`config.mk`:
```
export PLATFORM = sky130hd
export DESIGN_NAME = uart_transmitter
export DESIGN_NICKNAME = d
export VERILOG_FILES = /design/src/rtl/uart_pkg.sv /design/src/rtl/uart_bit_timer.sv /design/src/rtl/uart_transmitter.sv
export SDC_FILE = /design/constraint.sdc
export NUM_CORES = 1
export LEC_CHECK = 0
export ABC_AREA = 1
export CAP_MARGIN = 20
export CORE_MARGIN = 1
export CORE_UTILIZATION = 52
export CTS_BUF_LIST = sky130_fd_sc_hd__clkbuf_8 sky130_fd_sc_hd__clkbuf_16
export CTS_CLUSTER_SIZE = 14
export DETAILED_ROUTE_END_ITERATION = 8
export PLACE_DENSITY = 0.76
export REMOVE_ABC_BUFFERS = 1
export SLEW_MARGIN = 20
export SYNTH_ARGS = -nofsm -noshare
export SYNTH_HDL_FRONTEND = slang
export SYNTH_HIERARCHICAL = 1
export SYNTH_SLANG_ARGS = --single-unit
```
`constraint.sdc`:
```
create_clock -name clk -period 1.81 [get_ports clk]
set_input_delay 0.2715 -clock clk [delete_from_list [all_inputs] [get_ports clk]]
set_output_delay 0.2715 -clock clk [all_outputs]
set_load 0.01 [all_outputs]
```
`src/rtl/uart_pkg.sv`:
```
// ---------------------------------------------------------------------------
// uart_pkg
// Shared definitions for the UART transmitter and its companion receiver:
//   - tx_state_e   : transmitter frame FSM states
//   - PARITY_*     : encodings for the PARITY_MODE parameter
//   - calc_div_cnt : clock divider shared by both ends so that the
//                    transmitter bit period equals the receiver's
//                    DIV_CNT*OVERSAMPLE clocks
// ---------------------------------------------------------------------------
package uart_pkg;

    // Transmitter frame states, in the order they occur on the line
    typedef enum logic [2:0] {
        TX_IDLE,
        TX_START,
        TX_DATA,
        TX_PARITY,
        TX_STOP
    } tx_state_e;

    localparam int PARITY_NONE = 0;
    localparam int PARITY_EVEN = 1;
    localparam int PARITY_ODD  = 2;

    // Clocks per oversample tick; integer division, so the achieved baud
    // rate may sit slightly above the requested one
    function automatic int calc_div_cnt(input int clk_freq,
                                        input int baud_rate,
                                        input int oversample);
        return clk_freq / (baud_rate * oversample);
    endfunction

endpackage

```
`src/rtl/uart_bit_timer.sv`:
```
// ---------------------------------------------------------------------------
// uart_bit_timer
// Free-running bit-period counter for the UART transmitter.
// Ports:
//   clk_i     : system clock, rising edge
//   rst_ni    : asynchronous active-low reset
//   clear_i   : hold the counter at zero (used while the line is idle)
//   bit_end_o : high on the last clock (count BIT_CLKS-1) of each bit period
// ---------------------------------------------------------------------------
module uart_bit_timer #(
    parameter int BIT_CLKS = 16
) (
    input  logic clk_i,
    input  logic rst_ni,
    input  logic clear_i,
    output logic bit_end_o
);

    localparam int CNT_W = (BIT_CLKS > 1) ? $clog2(BIT_CLKS) : 1;
    localparam logic [CNT_W-1:0] LAST_CNT = CNT_W'(BIT_CLKS - 1);

    logic [CNT_W-1:0] cnt_q;
    logic [CNT_W-1:0] cnt_d;

    assign bit_end_o = (cnt_q == LAST_CNT);

    // Wrapping to zero at the end of every bit means each new state or bit
    // starts from a fresh count, so the bit period never drifts
    always_comb begin
        cnt_d = cnt_q + 1'b1;
        if (clear_i || bit_end_o) begin
            cnt_d = '0;
        end
    end

    // Counter register
    always_ff @(posedge clk_i or negedge rst_ni) begin
        if (!rst_ni) begin
            cnt_q <= '0;
        end else begin
            cnt_q <= cnt_d;
        end
    end

endmodule

```
`src/rtl/uart_transmitter.sv`:
```
// ---------------------------------------------------------------------------
// uart_transmitter
// 8-bit UART transmitter: start bit, 8 data bits LSB first, optional parity,
// 1 or 2 stop bits. A one-entry holding register lets the producer queue the
// next byte during a frame so frames can run back to back with no idle gap.
// Ports:
//   clk      : system clock, rising edge
//   reset_n  : asynchronous active-low reset, aborts any frame
//   tx_data  : byte to send
//   tx_valid : tx_data valid
//   tx_ready : holding register empty; byte taken when tx_valid && tx_ready
//   TxD      : registered serial line, idle high
//   tx_busy  : high while any frame bit is on the line
//   tx_done  : one-clock pulse on the final clock of the last stop bit
// ---------------------------------------------------------------------------
module uart_transmitter
    import uart_pkg::*;
#(
    parameter int CLK_FREQ    = 50_000_000,
    parameter int BAUD_RATE   = 115200,
    parameter int OVERSAMPLE  = 16,
    parameter int PARITY_MODE = 0,
    parameter int STOP_BITS   = 1
) (
    input  logic       clk,
    input  logic       reset_n,
    input  logic [7:0] tx_data,
    input  logic       tx_valid,
    output logic       tx_ready,
    output logic       TxD,
    output logic       tx_busy,
    output logic       tx_done
);

    localparam int DIV_CNT  = calc_div_cnt(CLK_FREQ, BAUD_RATE, OVERSAMPLE);
    localparam int BIT_CLKS = DIV_CNT * OVERSAMPLE;
    localparam logic [2:0] LAST_STOP = 3'(STOP_BITS - 1);

    if (DIV_CNT < 1) begin : g_bad_div
        $error("uart_transmitter: CLK_FREQ too low for BAUD_RATE*OVERSAMPLE");
    end
    if (PARITY_MODE > 2 || PARITY_MODE < 0) begin : g_bad_parity
        $error("uart_transmitter: PARITY_MODE must be 0, 1 or 2");
    end
    if (STOP_BITS != 1 && STOP_BITS != 2) begin : g_bad_stop
        $error("uart_transmitter: STOP_BITS must be 1 or 2");
    end

    tx_state_e  state_q, state_d;
    logic [7:0] shift_q, shift_d;
    logic [7:0] hold_data_q, hold_data_d;
    logic       hold_full_q, hold_full_d;
    logic       parity_q, parity_d;
    logic [2:0] bit_cnt_q, bit_cnt_d;
    logic       txd_q, txd_d;
    logic       bit_end;
    logic       load;
    logic       accept;

    // The timer is held at zero while idle, so the first bit after a load
    // gets a full BIT_CLKS period
    uart_bit_timer #(
        .BIT_CLKS (BIT_CLKS)
    ) u_bit_timer (
        .clk_i     (clk),
        .rst_ni    (reset_n),
        .clear_i   (state_q == TX_IDLE),
        .bit_end_o (bit_end)
    );

    assign tx_ready = !hold_full_q;
    assign tx_busy  = (state_q != TX_IDLE);
    assign tx_done  = (state_q == TX_STOP) && bit_end && (bit_cnt_q == LAST_STOP);
    assign TxD      = txd_q;
    assign accept   = tx_valid && !hold_full_q;

    // Frame sequencing, holding register and next line value. The line
    // value is derived from the next state so TxD is registered yet still
    // changes on the same edge as the state it belongs to.
    always_comb begin
        state_d     = state_q;
        shift_d     = shift_q;
        hold_data_d = hold_data_q;
        hold_full_d = hold_full_q;
        parity_d    = parity_q;
        bit_cnt_d   = bit_cnt_q;
        load        = 1'b0;
        txd_d       = 1'b1;

        case (state_q)
            TX_IDLE: begin
                if (hold_full_q) begin
                    load = 1'b1;
                end
            end
            TX_START: begin
                if (bit_end) begin
                    state_d   = TX_DATA;
                    bit_cnt_d = '0;
                end
            end
            TX_DATA: begin
                if (bit_end) begin
                    shift_d   = {1'b0, shift_q[7:1]};
                    bit_cnt_d = bit_cnt_q + 1'b1;
                    if (bit_cnt_q == 3'd7) begin
                        bit_cnt_d = '0;
                        state_d   = (PARITY_MODE != PARITY_NONE) ? TX_PARITY : TX_STOP;
                    end
                end
            end
            TX_PARITY: begin
                if (bit_end) begin
                    state_d   = TX_STOP;
                    bit_cnt_d = '0;
                end
            end
            TX_STOP: begin
                if (bit_end) begin
                    bit_cnt_d = bit_cnt_q + 1'b1;
                    if (bit_cnt_q == LAST_STOP) begin
                        if (hold_full_q) begin
                            load = 1'b1;
                        end else begin
                            state_d = TX_IDLE;
                        end
                    end
                end
            end
            default: begin
                state_d = TX_IDLE;
            end
        endcase

        // Parity comes from the byte as loaded, not the shifting copy
        if (load) begin
            shift_d     = hold_data_q;
            parity_d    = (PARITY_MODE == PARITY_ODD) ? ~^hold_data_q : ^hold_data_q;
            state_d     = TX_START;
            bit_cnt_d   = '0;
            hold_full_d = 1'b0;
        end

        // A same-cycle accept overrides the clear from a load, so the new
        // byte stays queued behind the one just consumed
        if (accept) begin
            hold_full_d = 1'b1;
            hold_data_d = tx_data;
        end

        case (state_d)
            TX_START:  txd_d = 1'b0;
            TX_DATA:   txd_d = shift_d[0];
            TX_PARITY: txd_d = parity_d;
            default:   txd_d = 1'b1;
        endcase
    end

    // State and datapath registers; reset forces an idle, empty transmitter
    always_ff @(posedge clk or negedge reset_n) begin
        if (!reset_n) begin
            state_q     <= TX_IDLE;
            shift_q     <= '0;
            hold_data_q <= '0;
            hold_full_q <= 1'b0;
            parity_q    <= 1'b0;
            bit_cnt_q   <= '0;
            txd_q       <= 1'b1;
        end else begin
            state_q     <= state_d;
            shift_q     <= shift_d;
            hold_data_q <= hold_data_d;
            hold_full_q <= hold_full_d;
            parity_q    <= parity_d;
            bit_cnt_q   <= bit_cnt_d;
            txd_q       <= txd_d;
        end
    end

endmodule

```
==> results.yml, run 1 <==
floorplan:
  dieArea_um2: 3820
  die_x_um: 61.8
  row_count: 21
  ios: 15
  start_util: 0.549
  fp.dieH_um: 61.8
  core-area_um2: 3390
critical_path:
  endpoint_kind: "primary output"
  crit_chain: "ha_2 > nand3_2 > nor2_2 > nand2_2 > inv_2 > nand3_4 > nor2_1 > buf_2"
  slowest_stage: "dfrtp_1"
  critPathKind: "register to primary output"
  arrival_ns: 1.48
  slowest_delay_ns: 0.37
  cp.required_ns: 1.54
  crit_fanout: 2
  start_kind: "register"
  reg2reg_depth: 14
detailed_routing:
  drtAntennaViolNets: 0
  drt_wl_total_um: 3550
  avgRoutedWirePerCell_um: 10.9
  vias: 1545
  drt_pass1_iterations: 4
  drc: 0
  avgViaCountPerCell: 4.77
  drt_iter0_markers: 45
synthesis:
  ys_async_sr_fraction: 1.00
  ys_types: 30
  synthCells: 238
  seq_area_frac_synth: 0.458
  ys_warn_count: 6
  ys_top_cells_by_area: "dfrtp_1 44%, nand2_1 11%, inv_1 8.5%, nor2_1 7.9%, a21oi_1 3.0%"
  synth_seq_cells: 34
  synth_flop_cell: "dfrtp_1"
  synth_top_area_frac: 0.444
  synth.cell_area_um2: 1860
  yosysTopAreaCell: "dfrtp_1"
  synth_enable_flop_cells: 0
  avgSynthCellArea_um2: 7.82
clock_network:
  htreeDepth: 2
  cts.sink_count: 34
  clockRootBuffer: "clkbuf_8"
  clockBufferDepth: 2
  tritoncts: "yes"
  clk_latency_ns: 0.29
  cts_buffers: 5
  clk_pin_slew_ns: 0.07
placed_design:
  portBuffers: 14
  place_area_um2: 2170
  place.gp.congestion: 0.772
  post-dp-hpwl_um: 2530
min_path:
  hold_path.class: "primary input to async pin"
timing:
  min_period_over_period: 0.966
  rsz0062_at_grt: "yes"
  fin_crit_ns: 1.75
  fin_skew_ns: 0.00395
  max_freq_mhz: 572
  tightest_slew_ns: 0.484
  relSlewSlack: 0.677
  slew_viol_final: 0
  finalHoldViolCount: 0
  finalSetupViolations: 0
grt:
  grt_start_max_net_pins: 35
  first_global_vias: 1399
  grt_pass1_wl_um: 5840
  overflow: 0
  grt_usage: 0.219
  antenna_found_initial: 0
finish:
  fin_area_um2: 2300
  n_antenna_cell: 0
  fill_cells: 286
  area_delta_synth_final_pct: 23.5
  layout.nets: 292
  drive_gt1_frac: 0.187
power:
  p_leak_uw: 0.00116
  power.density_nw_per_um2: 765
  max-vdd-ir-drop_v: 0.000747
  total_power_uw: 1760
outcome:
  outcome: "finished clean"
run:
  drv_cap: 0
[cell type report]
cell class                 instances  area, um2  share of cell area
timing repair buffer              35        299               0.130
multi-input combinational        157        830               0.361
sequential                        34        852               0.371
inverter                          44        168              0.0730
tap                               46       57.6              0.0251
clock buffer                       6       82.6              0.0359
clock inverter                     2       8.76             0.00381
[where the power goes]
part / switching, uW / internal (uW) / leakage [uW]
combinational: 191 / 120 / 0.000726
clock: 270 / 301 / 0.0000524
sequential: 53.6 / 821 / 0.000385
[layer usage]
| metal | global-route usage | wire length, um |
|---|---|---|
| met5 | 0 | 0 |
| met3 | 0.0828 | 139 |
| met4 | 0.0825 | 31 |
| met2 | 0.373 | 1730 |
| met1 | 0.250 | 1650 |
[synth_stat cells, types with 2 or more instances]
cell type,count
o21ai_0,5
nor2_2,2
ha_1,4
nand2_2,5
dfrtp_1,33
nor2_1,39
xor2_1,2
o221ai_1,6
nand2_1,57
a21oi_1,11
o22ai_1,2
inv_1,42
nand3_1,8
nand3_2,4
nand3_4,2
inv_2,2
[cells in the final DEF (no fill, tap or decap), types with 2 or more instances in the layout]
master,n
clkdlybuf4s50_1,12
nor2_2,2
nand3_4,2
o22ai_1,2
o21ai_0,4
nand2_2,5
a21oi_1,11
nor2_1,39
nand2_4,2
clkbuf_8,6
xor2_1,2
nand3_1,8
dfrtp_1,33
o221ai_1,6
nand3_2,4
ha_1,3
nand2_1,56
inv_2,2
inv_1,42
buf_4,20
[sequential cells by signal (all words and copies together), names as in the netlist]
signal	cells
parity_q	1
u_bit_timer/cnt_q	9
hold_data_q	8
hold_full_q	1
shift_q	8
TxD	1
bit_cnt_q	3
state_q	3
[critical path: cells and delay by family (launching register included)]
family | cells | cell delay [ns]
adders and majority gates | 1 | 0.20
buffers and inverters | 2 | 0.21
and+or+nand+nor | 5 | 0.42
DFF | 1 | 0.37
[through the flow]
step	worst slack (ns)	utilization	hold slack, ns	setup TNS (ns)	cells
2_1_floorplan	-0.102	-	-0.0241	-0.170	235
3_3_place_gp	-0.0624	0.640	0.507	-0.0624	313
3_5_place_dp	-0.0996	0.640	0.521	-0.152	313
4_1_cts	0.00466	0.670	0.403	0	322
5_1_grt	-0.0376	0.678	0.436	-0.0887	324
6_report	0.0622	0.678	0.395	0	324
[logic make-up after synthesis]
logic type / Yosys count / synth area share
AO/OA/AOI/OAI: 28 / 0.0942
XOR/XNOR: 3 / 0.0141
adder cells (fa/ha/maj): 4 / 0.0269
buffers and inverters: 47 / 0.102
flip-flops: 34 / 0.458
AND/OR/NAND/NOR: 122 / 0.305
[worst paths after layout]
| path | slack, ns | end | startpoint |
|---|---|---|---|
| setup / recovery | 0.06 | tx_done | u_bit_timer/cnt_q[0] |
| hold / removal | 0.40 | u_bit_timer/cnt_q[8] | reset_n |
| setup reg to reg | 0.09 | TxD | u_bit_timer/cnt_q[0] |
| hold reg to reg | 0.54 | shift_q[1] | shift_q[1] |
| max in group asynchronous | 1.08 | TxD | reset_n |
| min in group clk | 0.54 | shift_q[1] | shift_q[1] |
[repair_timing]
| action | 4_1_cts | 5_1_grt |
|---|---|---|
| resized for setup | 8 | 4 |
| setup buffers | 1 | 2 |
| pin swaps | 1 | 1 |
| setup endpoints to repair | 8 | 12 |
| hold buffers | 0 | 0 |
Power figures use the tool's default switching activity.
==> inputs of run 2 (changes only) <==
--- a/config.mk
+++ b/config.mk
@@ -13,7 +13,6 @@
 export CTS_CLUSTER_SIZE = 14
 export DETAILED_ROUTE_END_ITERATION = 8
 export PLACE_DENSITY = 0.76
-export REMOVE_ABC_BUFFERS = 1
 export SLEW_MARGIN = 20
 export SYNTH_ARGS = -nofsm -noshare
 export SYNTH_HDL_FRONTEND = slang
==> run 2 against run 1 <==
- register-to-register slack got worse by 0.06 ns
- critical path depth rose by 6
- via count rose by 2.1%
- global-route usage fell by 0.60 points
- setup slack got worse by 0.028 ns
- non-clock buffer count fell by 4
- core utilization rose by 0.63 points
- maximum frequency fell by 1.6%
- worst hold slack got worse by 0.012 ns
- combinational power rose by 4%
- sequential share of layout area fell by 0.29 points
==> results.yml, run 2 (same netlist as run 1, synthesis figures left out) <==
outcome:
  outcome: "finished clean"
clock_network:
  htreeDepth: 2
  clockBufferDepth: 2
  cts_buffers: 5
  clk_pin_slew_ns: 0.07
  cts.sink_count: 34
  tritoncts: "yes"
  clk_latency_ns: 0.29
  clockRootBuffer: "clkbuf_8"
detailed_routing:
  drtAntennaViolNets: 0
  drc: 0
  avgRoutedWirePerCell_um: 11.0
  drt_wl_total_um: 3520
  drt_iter0_markers: 58
  vias: 1577
  avgViaCountPerCell: 4.93
  drt_pass1_iterations: 4
finish:
  n_antenna_cell: 0
  fin_cells: 320
  area_delta_synth_final_pct: 24.6
  final_common_cell: "nand2_1"
  largest_register_ffs: 9
  reg_top3: "u_bit_timer/cnt_q (9), hold_data_q (8), shift_q (8)"
  layout.nets: 288
  final_cell_mix: "53 x nand2_1, 41 x inv_1, 37 x nor2_1"
  fin_area_um2: 2320
  top_register: "u_bit_timer/cnt_q"
  drive_gt1_frac: 0.215
grt:
  antenna_found_initial: 0
  first_global_vias: 1377
  grt_usage: 0.213
  overflow: 0
  grt_pass1_wl_um: 5690
  grt_start_max_net_pins: 35
timing:
  fin_crit_ns: 1.78
  min_period_over_period: 0.981
  timing.hold.ws_ns: 0.383
  finalSetupViolations: 0
  rsz0062_at_grt: "yes"
  max_freq_mhz: 563
  fin_skew_ns: 0.00333
  relSlewSlack: 0.675
  tightest_slew_ns: 0.486
  slew_viol_final: 0
  finalHoldViolCount: 0
critical_path:
  slowest_stage: "dfrtp_1"
  arrival_ns: 1.99
  crit_fanout: 6
  critPathKind: "register to register"
  crit_path_frequent_cell: "nand2_2"
  crit_chain: "ha_2 > nand3_2 > nor2_2 > nand2_2 > inv_2 > nand3_4 > buf_6 > nand2_4 > nand3_4 > inv_6 > nand2_2 > and2_4 > nand2_2 > nand3_2"
  start_kind: "register"
  rrSetupSlack_ns: 0.03
  cp.required_ns: 2.03
  slowest_delay_ns: 0.36
  endpoint_kind: "register"
floorplan:
  die_x_um: 61.8
  fp.dieH_um: 61.8
  row_count: 21
  dieArea_um2: 3820
  start_util: 0.549
  core-area_um2: 3390
  ios: 15
power:
  max-vdd-ir-drop_v: 0.000759
  total_power_uw: 1770
  power.density_nw_per_um2: 763
  p_leak_uw: 0.00115
synthesis:
  synth_nets: 253
placed_design:
  place.gp.congestion: 0.835
  placed_cells: 311
  place_area_um2: 2160
  portBuffers: 14
  post-dp-hpwl_um: 2430
run:
  drv_cap: 0
min_path:
  hold_path.class: "primary input to async pin"
-- run 2: final cells by class --
| type | count | area [um2] |
|---|---|---|
| Multi-Input combinational cell | 157 | 873 |
| Fill cell | 273 | 1070 |
| Inverter | 44 | 170 |
| Clock inverter | 2 | 8.76 |
| Sequential cell | 34 | 853 |
| Timing Repair Buffer | 31 | 273 |
| Clock buffer | 6 | 82.6 |
| Tap cell | 46 | 57.6 |
-- run 2: path summary, 6_finish.rpt --
kind / from / endpoint / depth (start not counted)
min in group clk: bit_cnt_q[0] / bit_cnt_q[0] / 2
hold reg to reg: bit_cnt_q[0] / bit_cnt_q[0] / 2
setup / recovery: u_bit_timer/cnt_q[1] / TxD / 14
max in group asynchronous: reset_n / TxD / 2
hold / removal: reset_n / u_bit_timer/cnt_q[8] / 2
setup reg to reg: u_bit_timer/cnt_q[1] / TxD / 14
-- run 2: metal layers --
metal,part of all wire,global-route usage
met5,0,0
met4,0.024,0.0825
met3,0.037,0.0766
met2,0.50,0.355
met1,0.44,0.252
-- run 2: repair_timing --
item / 4_1_cts / 5_1_grt
resized for setup: 5 / 20
setup buffers: 0 / 1
gates cloned: 0 / 0
pin swaps: 1 / 5
endpoints found under the setup margin: 3 / 15
hold buffers: 0 / 0
-- run 2: worst max-delay path, delay by kind of cell (launching register included) --
family | cells | cell delay, ns
buffers and inverters | 3 | 0.33
AND/OR/NAND/NOR | 10 | 0.80
flip-flops | 1 | 0.36
adder cells (fa/ha/maj) | 1 | 0.20
-- run 2: stage by stage --
| step | setup slack (ns) | setup TNS, ns | utilization |
|---|---|---|---|
| after detailed placement | -0.107 | -0.129 | 0.637 |
| after floorplan | 0.00776 | 0 | - |
| after CTS | 0.00223 | 0 | 0.663 |
| after global routing | -0.0935 | -0.589 | 0.684 |
| after global placement | -0.0677 | -0.0677 | 0.637 |
| final | 0.0345 | 0 | 0.684 |
-- run 2: power breakdown --
part / internal, uW / switching [uW] / total, uW
logic: 122 / 200 / 322
clock network: 301 / 267 / 568
registers: 821 / 59.0 / 880
==> inputs of run 3 (changes only) <==
--- a/config.mk
+++ b/config.mk
@@ -7,6 +7,7 @@
 export LEC_CHECK = 0
 export ABC_AREA = 1
 export CAP_MARGIN = 20
+export CORE_ASPECT_RATIO = 2
 export CORE_MARGIN = 1
 export CORE_UTILIZATION = 52
 export CTS_BUF_LIST = sky130_fd_sc_hd__clkbuf_8 sky130_fd_sc_hd__clkbuf_16
==> run 3 against run 2 <==
- sequential share of layout area down 1.1 points
- setup slack better by 0.0070 ns
- total power down 1.2%
- sequential cell count unchanged
- global-route usage up 1.2 points
- critical path depth down 6
- largest power group unchanged
- highest routed layer unchanged
==> results.yml, run 3 (same netlist as run 1, synthesis figures left out) <==
finish:
  layout.nets: 294
  top_register: "u_bit_timer/cnt_q"
  drive_gt1_frac: 0.218
  reg_top3: "u_bit_timer/cnt_q (9), hold_data_q (8), shift_q (8)"
  final_cell_mix: "55 x nand2_1, 42 x inv_1, 38 x nor2_1"
  fin_cells: 328
  final_common_cell: "nand2_1"
  area_delta_synth_final_pct: 28.1
  largest_register_ffs: 9
  n_antenna_cell: 0
min_path:
  hold_path.class: "primary input to async pin"
critical_path:
  reg2reg_depth: 12
  rrSetupSlack_ns: 0.07
  critPathKind: "register to primary output"
  cp-endpoint: "tx_done"
  timing.rr.end: "shift_q[3]"
  crit_start: "u_bit_timer/cnt_q[0]"
  arrival_ns: 1.50
  start_kind: "register"
  crit_fanout: 2
  endpoint_kind: "primary output"
  r2r-start: "u_bit_timer/cnt_q[0]"
  cp.required_ns: 1.54
power:
  max-vdd-ir-drop_v: 0.000693
  power.density_nw_per_um2: 734
  total_power_uw: 1750
  p_seq_frac: 0.499
  p_clk_frac: 0.324
  switchingPower_uw: 508
  cellInternalPower_uw: 1240
  p_leak_uw: 0.00118
  p_sw_frac: 0.290
  comb_power_share: 0.177
timing:
  relSlewSlack: 0.677
  finalSetupViolations: 0
  slew_viol_final: 0
  tightest_slew_ns: 0.483
  min_period_over_period: 0.977
  rsz0062_at_grt: "yes"
  fin_crit_ns: 1.77
  max_freq_mhz: 565
  finalHoldViolCount: 0
  fin_skew_ns: 0.00502
outcome:
  outcome: "finished clean"
placed_design:
  place.gp.congestion: 0.813
  portBuffers: 14
  placed_cells: 317
  post-dp-hpwl_um: 2750
floorplan:
  row_count: 30
  ios: 15
  start_util: 0.545
  die_x_um: 44.3
  fp.dieH_um: 86.6
  dieArea_um2: 3840
  core-area_um2: 3420
detailed_routing:
  drc: 0
  drt_wl_total_um: 3740
  vias: 1617
  drtAntennaViolNets: 0
  avgRoutedWirePerCell_um: 11.4
  avgViaCountPerCell: 4.93
  drt_pass1_iterations: 4
  drt_iter0_markers: 23
clock_network:
  htreeDepth: 2
  clockBufferDepth: 2
  clk_latency_ns: 0.29
  cts_buffers: 5
  clk_pin_slew_ns: 0.07
  tritoncts: "yes"
  cts.sink_count: 34
  clockRootBuffer: "clkbuf_8"
grt:
  first_global_vias: 1533
  antenna_found_initial: 0
  grt_pass1_wl_um: 6180
  grt_start_max_net_pins: 35
  grt_usage: 0.225
  overflow: 0
run:
  drv_cap: 0
synthesis:
  synth_nets: 253
[run 3: cell types whose count changed in the layout (fill, tap and decap cells not counted), moves of 2 or more]
cell     delta
buf_4       +3
buf_6       +3
nand2_1     +2
nand2_2     -3
[run 3: timing repair]
action / in CTS / in global routing
pin swaps: 0 / 7
endpoints found under the setup margin: 10 / 11
gates resized for setup: 9 / 16
setup buffers: 2 / 1
hold buffers: 0 / 0
[run 3: power by group through the flow]
| stage | Combinational [uW] | Sequential, uW | Clock [uW] |
|---|---|---|---|
| floorplan | 233 | 875 | 0 |
| global placement | 304 | 884 | 0 |
| CTS | 316 | 874 | 585 |
| global route | 362 | 881 | 613 |
| detailed placement | 314 | 888 | 0 |
| finish | 310 | 874 | 566 |
[run 3: worst min path at each step]
| stage | endpoint | slack, ns | cells past startpoint |
|---|---|---|---|
| after floorplan | bit_cnt_q[0] | -0.02 | 0 |
| final | shift_q[7] | 0.39 | 2 |
| after CTS | shift_q[4] | 0.41 | 2 |
| after global routing | shift_q[5] | 0.45 | 2 |
| after global placement | shift_q[4] | 0.50 | 2 |
| after detailed placement | shift_q[4] | 0.51 | 2 |
[run 3: layout make-up]
| type | count | area, um2 |
|---|---|---|
| Fill cell | 261 | 1030 |
| Timing Repair Buffer | 37 | 325 |
| Inverter | 44 | 170 |
| Clock inverter | 2 | 8.76 |
| Tap cell | 48 | 60.1 |
| Sequential cell | 34 | 852 |
| Clock buffer | 6 | 82.6 |
| Multi-Input combinational cell | 157 | 885 |
[run 3: metal layers]
layer / vias to the layer above / wire length (um) / GRT usage
met5: - / 0 / 0
met4: 0 / 145 / 0.146
met3: 11 / 73 / 0.0438
met2: 21 / 2210 / 0.428
met1: 766 / 1320 / 0.194
li1: 819 / - / -
[run 3: metrics by stage]
step / cell area, um2 / util / hold WS, ns / TNS (ns) / setup slack (ns)
6_report: 2380 / 0.698 / 0.393 / 0 / 0.0415
3_5_place_dp: 2190 / 0.642 / 0.514 / -0.348 / -0.124
3_3_place_gp: 2190 / 0.642 / 0.504 / -0.0979 / -0.0979
2_1_floorplan: 1870 / - / -0.0241 / 0 / 0.00776
5_1_grt: 2380 / 0.698 / 0.449 / -0.165 / -0.0433
4_1_cts: 2300 / 0.673 / 0.408 / 0 / 0.0136
[run 3: worst max-delay path, cell delays in order (launching register included)]
cell     delay [ns]
dfrtp_1        0.39
ha_4           0.17
nand3_4        0.08
nor2_2         0.12
nand2_2        0.06
inv_2          0.08
nand3_4        0.08
nor2_2         0.10
buf_2          0.14
